File: config.mk
export PLATFORM = sky130hd
export DESIGN_NAME = note_lane_shifter
export DESIGN_NICKNAME = d
export VERILOG_FILES = /design/src/rtl/note_lane_shifter.sv
export SDC_FILE = /design/constraint.sdc
export NUM_CORES = 1
export LEC_CHECK = 0
export CORE_UTILIZATION = 30
export DETAILED_ROUTE_END_ITERATION = 16
export SLEW_MARGIN = 20
export SYNTH_ARGS = -nofsm -noshare
export SYNTH_HDL_FRONTEND = slang
export SYNTH_SLANG_ARGS = --single-unit
File: constraint.sdc
create_clock -name clock -period 10.3 [get_ports clock]
set_input_delay 2.575 -clock clock [delete_from_list [all_inputs] [get_ports clock]]
set_output_delay 2.575 -clock clock [all_outputs]
set_load 0.02 [all_outputs]
File: src/rtl/note_lane_shifter.sv
// note_lane_shifter: multi-lane rhythm-game note scroller.
// Each lane is a shift register whose oldest note sits at bit 0. Player
// strikes consume the oldest note inside the hit window [WINDOW-1:0].
// Strikes and notes leaving bit 0 are judged as ok / bad / miss, and a
// saturating combo count is kept. Every output is registered.
module note_lane_shifter #(
    parameter int WIDTH    = 100,
    parameter int LANES    = 2,
    parameter int WINDOW   = 5,
    parameter int TICK_DIV = 500000
) (
    input  logic                   clock,
    input  logic                   reset,
    input  logic                   enable,
    input  logic                   load,
    input  logic [LANES*WIDTH-1:0] load_val,
    input  logic [LANES-1:0]       serial_in,
    input  logic [LANES-1:0]       hit,
    output logic [LANES*WIDTH-1:0] lanes_out,
    output logic                   tick,
    output logic [LANES-1:0]       hit_ok,
    output logic [LANES-1:0]       hit_bad,
    output logic [LANES-1:0]       miss,
    output logic [7:0]             combo
);

    localparam int                CNT_W   = (TICK_DIV > 1) ? $clog2(TICK_DIV) : 1;
    localparam logic [CNT_W-1:0]  CNT_MAX = CNT_W'(TICK_DIV - 1);

    logic [LANES*WIDTH-1:0] lanes_q, lanes_d;
    logic [CNT_W-1:0]       cnt_q, cnt_d;
    logic                   tick_q, tick_d;
    logic [LANES-1:0]       hit_ok_q, hit_ok_d;
    logic [LANES-1:0]       hit_bad_q, hit_bad_d;
    logic [LANES-1:0]       miss_q, miss_d;
    logic [7:0]             combo_q, combo_d;

    logic                   shift_now;
    logic [WIDTH-1:0]       lane_v;
    logic [WINDOW-1:0]      win_v;
    int                     ok_count;
    int                     combo_sum;

    assign shift_now = enable && (cnt_q == CNT_MAX);

    // Next-state: load beats everything; otherwise strike clear, then shift.
    always_comb begin
        // NOTE: every combinational output gets a default first so no path
        // leaves it unassigned, which would otherwise infer a latch.
        lanes_d   = lanes_q;
        cnt_d     = cnt_q;
        tick_d    = 1'b0;
        hit_ok_d  = '0;
        hit_bad_d = '0;
        miss_d    = '0;
        combo_d   = combo_q;
        lane_v    = '0;
        win_v     = '0;
        ok_count  = 0;
        combo_sum = 0;

        if (load) begin
            lanes_d = load_val;
            cnt_d   = '0;
            combo_d = '0;
        end else begin
            if (enable) begin
                cnt_d = shift_now ? '0 : cnt_q + 1'b1;
            end
            tick_d = shift_now;

            for (int k = 0; k < LANES; k++) begin
                lane_v = lanes_q[k*WIDTH +: WIDTH];
                win_v  = lane_v[WINDOW-1:0];

                // Strike: drop the oldest note in the window, if any.
                if (hit[k]) begin
                    if (win_v != '0) begin
                        lane_v[WINDOW-1:0] = win_v & (win_v - 1'b1);
                        hit_ok_d[k]        = 1'b1;
                        ok_count           = ok_count + 1;
                    end else begin
                        hit_bad_d[k] = 1'b1;
                    end
                end

                // Shift works on the post-strike lane, so a note struck on
                // the shift edge is never reported as a miss.
                if (shift_now) begin
                    miss_d[k]         = lane_v[0];
                    lane_v            = lane_v >> 1;
                    lane_v[WIDTH-1]   = serial_in[k];
                end

                lanes_d[k*WIDTH +: WIDTH] = lane_v;
            end

            // Any failure on this edge breaks the combo, even if another
            // lane succeeded on the same edge.
            if ((|hit_bad_d) || (|miss_d)) begin
                combo_d = '0;
            end else begin
                combo_sum = int'(combo_q) + ok_count;
                combo_d   = (combo_sum > 255) ? 8'd255 : 8'(combo_sum);
            end
        end
    end

    // State and output registers, cleared asynchronously by reset.
    always_ff @(posedge clock or posedge reset) begin
        if (reset) begin
            // NOTE: non-blocking assignments here so every register samples
            // the pre-edge values, independent of statement order.
            lanes_q   <= '0;
            cnt_q     <= '0;
            tick_q    <= 1'b0;
            hit_ok_q  <= '0;
            hit_bad_q <= '0;
            miss_q    <= '0;
            combo_q   <= '0;
        end else begin
            lanes_q   <= lanes_d;
            cnt_q     <= cnt_d;
            tick_q    <= tick_d;
            hit_ok_q  <= hit_ok_d;
            hit_bad_q <= hit_bad_d;
            miss_q    <= miss_d;
            combo_q   <= combo_d;
        end
    end

    assign lanes_out = lanes_q;
    assign tick      = tick_q;
    assign hit_ok    = hit_ok_q;
    assign hit_bad   = hit_bad_q;
    assign miss      = miss_q;
    assign combo     = combo_q;

endmodule

Yosys cells after proc, flatten, opt, wreduce, memory -nomap -nowiden
Cells that the tools add are included.
- bits in registers: 234
- $add $sub $neg: 5
- muxes and demuxes: 37
- equality and inequality tests: 1
- magnitude comparators: 1
- bitwise logic cells: 2
- reductions and logical operators: 8
- operator list (kind ; number):
    $mux 100 ; 2
    $mux 200 ; 1
    $mux 32 ; 4
    $mux 19 ; 3
    $add 32x2->32 const B ; 1
    $add 9x32->32 ; 1
    $gt 32x9->1 const B ; 1
    $mux 8 ; 3
    $mux 5 ; 4
    $add 19x1->19 const B ; 1
    $eq 19x19->1 const B ; 1
    $mux 1 ; 17
    $and 5x5->5 ; 2
    $reduce_bool 5->1 ; 2
    $sub 5x1->5 const B ; 2
    $mux 2 ; 3
    $reduce_bool 2->1 ; 2
    $reduce_or 2->1 ; 2
    $logic_and 1x1->1 ; 1
    $logic_or 1x1->1 ; 1

Longest topological paths before layout
Gate-level depths: netlist (run 1).
- depth in word-level cells: 13
- depth in mapped cells: 12

Worst setup path before layout (run 1)
OpenSTA, ideal clock, no wires.
- kind: input to register
- start point: input port hit[0]
- end point: register combo_q[6] (netlist: combo[6])
- stages: 11
- arrival: 4291 ps
- data required time: 10160 ps
- setup slack: 5869 ps
- setup time: 140 ps
- cells stage by stage: o21ai_0 -> inv_1 -> ha_1 -> nand2_1 -> o21ai_0 -> ha_1 -> fa_1 -> and3_1 -> and3_1 -> mux2i_1 -> nor3_1
- longest elaborated chain between the ends: 11
- elaborated cells between the ends (all ways): 19
- ends and longest elaborated chain (what ; line ; RTL):
    start, declared ; 18 ; input logic [LANES-1:0] hit,
    $mux 1 ; 77 ; if (hit[k]) begin
    $mux 32 ; 62 ; if (load) begin
    $add 32x2->32 ; 81 ; ok_count = ok_count + 1;
    $mux 32 ; 78 ; if (win_v != '0) begin
    $mux 32 ; 77 ;
    $mux 32 ; 62 ;
    $add 9x32->32 ; 103 ; combo_sum = int'(combo_q) + ok_count;
    $gt 32x9->1 ; 104 ; combo_d = (combo_sum > 255) ? 8'd255 : 8'(combo_sum);
    $mux 8 ; 104 ;
    $mux 8 * ; 100 ; if ((|hit_bad_d) || (|miss_d)) begin
    $mux 8 * ; 62 ;
    net combo_d[6] ; 36 ; logic [7:0] combo_q, combo_d;
    end signal, assigned ; 128 ; combo_q <= combo_d;
    end, declared ; 36 ;
The timed path passes the listed nets; every way through them passes the cells marked *. The select of a mux whose other input is x is not followed.
A chain may end at the register's enable or synchronous reset.

Worst setup path in the final report (run 1)
- start point: input port enable
- end point: register lanes_q[196] (netlist: lanes_out[196])
- longest elaborated chain between the ends: 2
- ends and longest elaborated chain (what ; line ; RTL):
    start, declared ; 14 ; input logic enable,
    $logic_and 1x1->1 ; 44 ; assign shift_now = enable && (cnt_q == CNT_MAX);
    $reduce_bool 2->1 (no line) ; - ;
    end signal, assigned ; 122 ; lanes_q <= lanes_d;
    end, declared ; 30 ; logic [LANES*WIDTH-1:0] lanes_q, lanes_d;
Every way passes these cells.

==> results.sh, run 1 <==
export IMPL_synth_most_common_cell="dfrtp_1"
export IMPL_gp_congestion=0.843
export IMPL_die_y_um=198
export IMPL_cts_sinks=234
export IMPL_synthTopCellsByCount="dfrtp_1, nor2_1, nand3_1, o21ai_0, a31oi_1"
export IMPL_place_area_um2=16000
export IMPL_ctsResizeCount=0
export IMPL_total_power_mw=2.58
export IMPL_synth_area_leaders="dfrtp_1, a31oi_1, nand3_1"
export IMPL_die_x_um=198
export IMPL_routedWlPerCell_um=19.3
export IMPL_fillers=3748
export IMPL_timing_final_max_slew_violations=0
export IMPL_io_buffers=422
export IMPL_final_area_um2=16900
export IMPL_crit_family="buffers and inverters"
export IMPL_tns_ns=0
export IMPL_critical_path_max_stage_delay_ns=0.75
export IMPL_antennaDiodeCount=0
export IMPL_cp_slowest_cell="buf_4"
export IMPL_synth_top_cell_by_area="dfrtp_1"
export IMPL_cts_hold_buf=0
export IMPL_cap_violations=0
export IMPL_setup_viol=0
export IMPL_synth_fp_nets=1553
export IMPL_leakage_nw=6.11
export IMPL_hp_class="register to register"
export IMPL_crit_path_frequent_cell="buf_4"
export IMPL_synth_edf_count=0
export IMPL_synth_area_um2=11500
export IMPL_clock_latency_ns=0.55
export IMPL_ys_seq_elements=234
export IMPL_final_min_clock_period_ns=5.28
export IMPL_cts_setup_buffers=0
export IMPL_crit_type="input port to register"
export IMPL_syn_to_final_growth_pct=47.1
export IMPL_drt_iter0_drc=710
export IMPL_h_tree_depth=1
export IMPL_first_pass_iters=5
export IMPL_critPathMaxFanout=77
export IMPL_fin_skew_ns=0.0111
export IMPL_gr_total_overflow=0
export IMPL_rrSetupSlack_ns=6.58
export IMPL_synth_ff_type="dfrtp_1"
export IMPL_crit_buf_inv=3
export IMPL_grt_pass1_vias=11400
export IMPL_vias=11900
export IMPL_clockRootBuffer="clkbuf_16"
export IMPL_clk_pin_slew_ns=0.06
export IMPL_core_area_um2=37700
export IMPL_ios=423
export IMPL_drt_vias_per_instance=5.40
export IMPL_antenna_found_initial=3
export IMPL_max_freq_mhz=189
export IMPL_grt_usage=0.207
export IMPL_final_nets=1882
export IMPL_grt_start_max_net_pins=119
export IMPL_num_rows=71
export IMPL_synth_cells=1340
export IMPL_tightest_slew_ns=1.03
export IMPL_yosys_warnings=0
export IMPL_cts_tree="done"
export IMPL_peakVddDrop_mv=0.107
export IMPL_slew_headroom=0.313
export IMPL_ys_async_sr_fraction=1.00
export IMPL_cp_required_ns=10.76
export IMPL_p_per_area_nw_per_um2=153
export IMPL_status="completed"
export IMPL_whs_ns=0.561
export IMPL_syn_avg_cell_area_um2=8.58
export IMPL_die_area_um2=39100
export IMPL_hold_violations=0
export IMPL_antenna_left=0
export IMPL_cp_arrival_ns=5.74
export IMPL_wl_um=42500
export IMPL_worst_setup_path_start_kind="input port"
export IMPL_cts_buffer_depth=3
export IMPL_dp_final_hpwl_um=27400
export IMPL_start_util=0.305
export IMPL_drc_errors=0
export IMPL_cp_cell_sequence="clkdlybuf4s50_1, nand2_1, nor4_2, buf_4, buf_4, nand3_1, a31oi_1"
export IMPL_ys_types=49
export IMPL_end_kind="register"
export IMPL_fin_util=0.449
export IMPL_layout_drive_gt1_share=0.0467
export IMPL_yosysTopAreaCellShare=0.509
export IMPL_numCtsBuffers=29
export IMPL_synth_seq_area_share=0.509
export IMPL_rsz0062_at_grt="false"
export IMPL_grt_pass1_wl_um=64800
export IMPL_period_share=0.513
-- flip-flops by register name, summed over array words and instances, names as in the netlist --
name	count
hit_bad	2
hit_ok	2
cnt_q	19
miss	2
combo	8
tick	1
lanes_out	200
-- where the power goes --
group	internal [mW]	switching, mW
combinational	0.248	0.247
clock	0.596	0.428
sequential	0.993	0.0702
total	1.84	0.745
-- layer usage --
layer,vias to the layer above,track usage,part of all wire
met4,6,0.0744,0.034
li1,5525,-,-
met2,436,0.328,0.46
met5,-,0,0.00089
met1,5854,0.263,0.41
met3,77,0.0685,0.093
-- area by class of cell --
cell class                 count  area [um^2]  area share
clock buffer                  33          781      0.0462
sequential                   234         5860       0.346
multi-input combinational    961         5090       0.301
timing repair buffer         436         4340       0.256
tap                          511          639      0.0378
clock inverter                20          174      0.0103
inverter                       7         41.3     0.00244
-- through the flow --
| step | setup WS [ns] | std cells |
|---|---|---|
| final | 5.02 | 2202 |
| after floorplan | 1.31 | 1340 |
| after CTS | 5.09 | 2202 |
| after global placement | 4.57 | 2149 |
| after global routing | 4.81 | 2202 |
| after detailed placement | 4.51 | 2149 |
-- kinds of logic (layout without fill, tap and decap cells) --
logic type | count (synthesis) | after routing | synth area share
adders and majority gates | 5 | 5 | 0.00609
buffers and inverters | 145 | 496 | 0.0499
and+or+nand+nor | 511 | 511 | 0.206
AOI/OAI and AO/OA | 431 | 431 | 0.218
xor gates and xnor gates | 12 | 12 | 0.00914
muxes | 2 | 2 | 0.00174
DFF | 234 | 234 | 0.509
-- worst paths after layout --
check | from | to | depth (start not counted)
setup / recovery | enable | lanes_out[196] | 7
hold / removal | lanes_out[41] | lanes_out[40] | 2
setup reg to reg | cnt_q[12] | lanes_out[198] | 6
hold reg to reg | lanes_out[41] | lanes_out[40] | 2
max in group asynchronous | reset | lanes_out[92] | 3
min in group asynchronous | reset | lanes_out[83] | 2
-- worst register-to-register path, cell delays in order, from the launching register on --
cell,delay [ns]
dfrtp_1,0.42
nor4bb_1,0.60
and2_4,0.62
buf_4,0.77
buf_4,0.79
nand3_1,0.24
a31oi_1,0.21
-- layout by cell type, fill, tap and decap left out, types with 5 or more instances in the layout --
cell type / instances
a21oi_1: 11
a221o_1: 5
a31oi_1: 189
buf_4: 12
clkbuf_16: 29
clkdlybuf4s50_1: 422
clkinv_2: 10
clkinvlp_4: 5
dfrtp_1: 234
inv_1: 5
nand2_1: 21
nand2b_1: 7
nand3_1: 204
nand4_1: 7
nor2_1: 217
nor3_1: 15
o211ai_1: 5
o21ai_0: 201
or3_1: 6
or4_1: 5
xnor2_1: 8
Note: power is estimated with default switching activity, not from simulation.
==> run 2: changes to the inputs <==
Clock period 10.3 ns to 4.9 ns, I/O delays scaled along.
==> results.sh, run 2 (synthesized netlist as in run 1, its figures left out) <==
export IMPL_gp_congestion=0.811
export IMPL_hold_violations=0
export IMPL_numCtsBuffers=28
export IMPL_grt_pass1_wl_um=65700
export IMPL_cap_violations=0
export IMPL_h_tree_depth=1
export IMPL_io_buffers=422
export IMPL_place_area_um2=16100
export IMPL_tns_ns=0
export IMPL_p_per_area_nw_per_um2=320
export IMPL_routedWlPerCell_um=19.4
export IMPL_die_area_um2=39100
export IMPL_syn_to_final_growth_pct=48.5
export IMPL_whs_ns=0.560
export IMPL_grt_pass1_vias=11400
export IMPL_cts_sinks=234
export IMPL_leakage_nw=6.18
export IMPL_ios=423
export IMPL_setup_viol=0
export IMPL_slew_headroom=0.448
export IMPL_cp_required_ns=5.29
export IMPL_critPathMaxFanout=161
export IMPL_final_area_um2=17100
export IMPL_final_nets=1890
export IMPL_drt_vias_per_instance=5.39
export IMPL_core_area_um2=37700
export IMPL_peakVddDrop_mv=0.247
export IMPL_cts_buffer_depth=3
export IMPL_status="completed"
export IMPL_drt_iter0_drc=814
export IMPL_instances_no_fill=2209
export IMPL_wl_um=42700
export IMPL_rsz0062_at_grt="false"
export IMPL_die_x_um=198
export IMPL_clk_pin_slew_ns=0.06
export IMPL_die_y_um=198
export IMPL_layout_drive_gt1_share=0.0471
export IMPL_cp_arrival_ns=3.73
export IMPL_grt_usage=0.210
export IMPL_antenna_found_initial=1
export IMPL_largest_register_ffs=200
export IMPL_layout_commonest_cell="clkdlybuf4s50_1"
export IMPL_max_freq_mhz=299
export IMPL_antenna_left=0
export IMPL_dp_final_hpwl_um=27900
export IMPL_cts_hold_buf=0
export IMPL_fin_skew_ns=0.0109
export IMPL_start_util=0.305
export IMPL_period_share=0.682
export IMPL_timing_final_max_slew_violations=0
export IMPL_final_min_clock_period_ns=3.34
export IMPL_worst_setup_path_start_kind="input port"
export IMPL_layout_common_cells="clkdlybuf4s50_1, dfrtp_1, nor2_1, nand3_1, o21ai_0"
export IMPL_placed_cells=2158
export IMPL_num_rows=71
export IMPL_cts_setup_buffers=0
export IMPL_end_kind="register"
export IMPL_clockRootBuffer="clkbuf_16"
export IMPL_first_pass_iters=5
export IMPL_vias=11900
export IMPL_ctsResizeCount=0
export IMPL_cts_tree="done"
export IMPL_drc_errors=0
export IMPL_clock_latency_ns=0.55
export IMPL_tightest_slew_ns=0.827
export IMPL_grt_start_max_net_pins=162
export IMPL_hp_class="register to register"
export IMPL_crit_type="input port to register"
export IMPL_gr_total_overflow=0
==> run 2: power breakdown <==
part | switching [mW] | internal, mW | leakage, nW
Sequential | 0.140 | 2.09 | 2.71
Clock | 0.859 | 1.32 | 0.469
Combinational | 0.528 | 0.531 | 3.00
==> run 2: through the flow <==
stage                     total power, mW  utilization  worst slack, ns
after floorplan                      2.70            -            0.611
after global placement               3.32        0.428             1.08
after detailed placement             3.32        0.428             1.02
after CTS                            5.54        0.453             1.60
after global routing                 5.71        0.453             1.37
final                                5.47        0.453             1.56
==> run 2: path summary, 6_finish.rpt <==
kind | slack (ns) | to | cells after the start | from
worst max-delay path | 1.56 | lanes_out[176] | 7 | enable
worst min-delay path | 0.56 | lanes_out[16] | 2 | lanes_out[17]
worst max register to register | 1.63 | combo[6] | 12 | lanes_out[1]
worst min register to register | 0.56 | lanes_out[16] | 2 | lanes_out[17]
max in group asynchronous | 3.03 | lanes_out[155] | 3 | reset
min in group asynchronous | 1.05 | lanes_out[71] | 2 | reset
==> run 2: final cells by class <==
cell class,instances,area [um^2]
timing repair buffer,445,4500
clock buffer,40,827
multi-input combinational,961,5090
tap,511,639
sequential,234,5860
antenna,1,2.50
inverter,7,37.5
fill,3669,20600
clock inverter,10,130
==> run 2: critical path: stages <==
cell	delay (ns)
clkdlybuf4s50_1	0.46
buf_4	0.17
nand2_1	0.13
or4_4	0.73
buf_12	0.29
o21ai_0	0.35
a31oi_1	0.11
==> run 2: metal layers <==
layer | up-vias | share of wire | global-route usage
met5 | - | 0 | 0
met4 | 0 | 0.039 | 0.0778
met3 | 78 | 0.088 | 0.0586
met2 | 507 | 0.46 | 0.331
met1 | 5787 | 0.42 | 0.273
li1 | 5530 | - | -
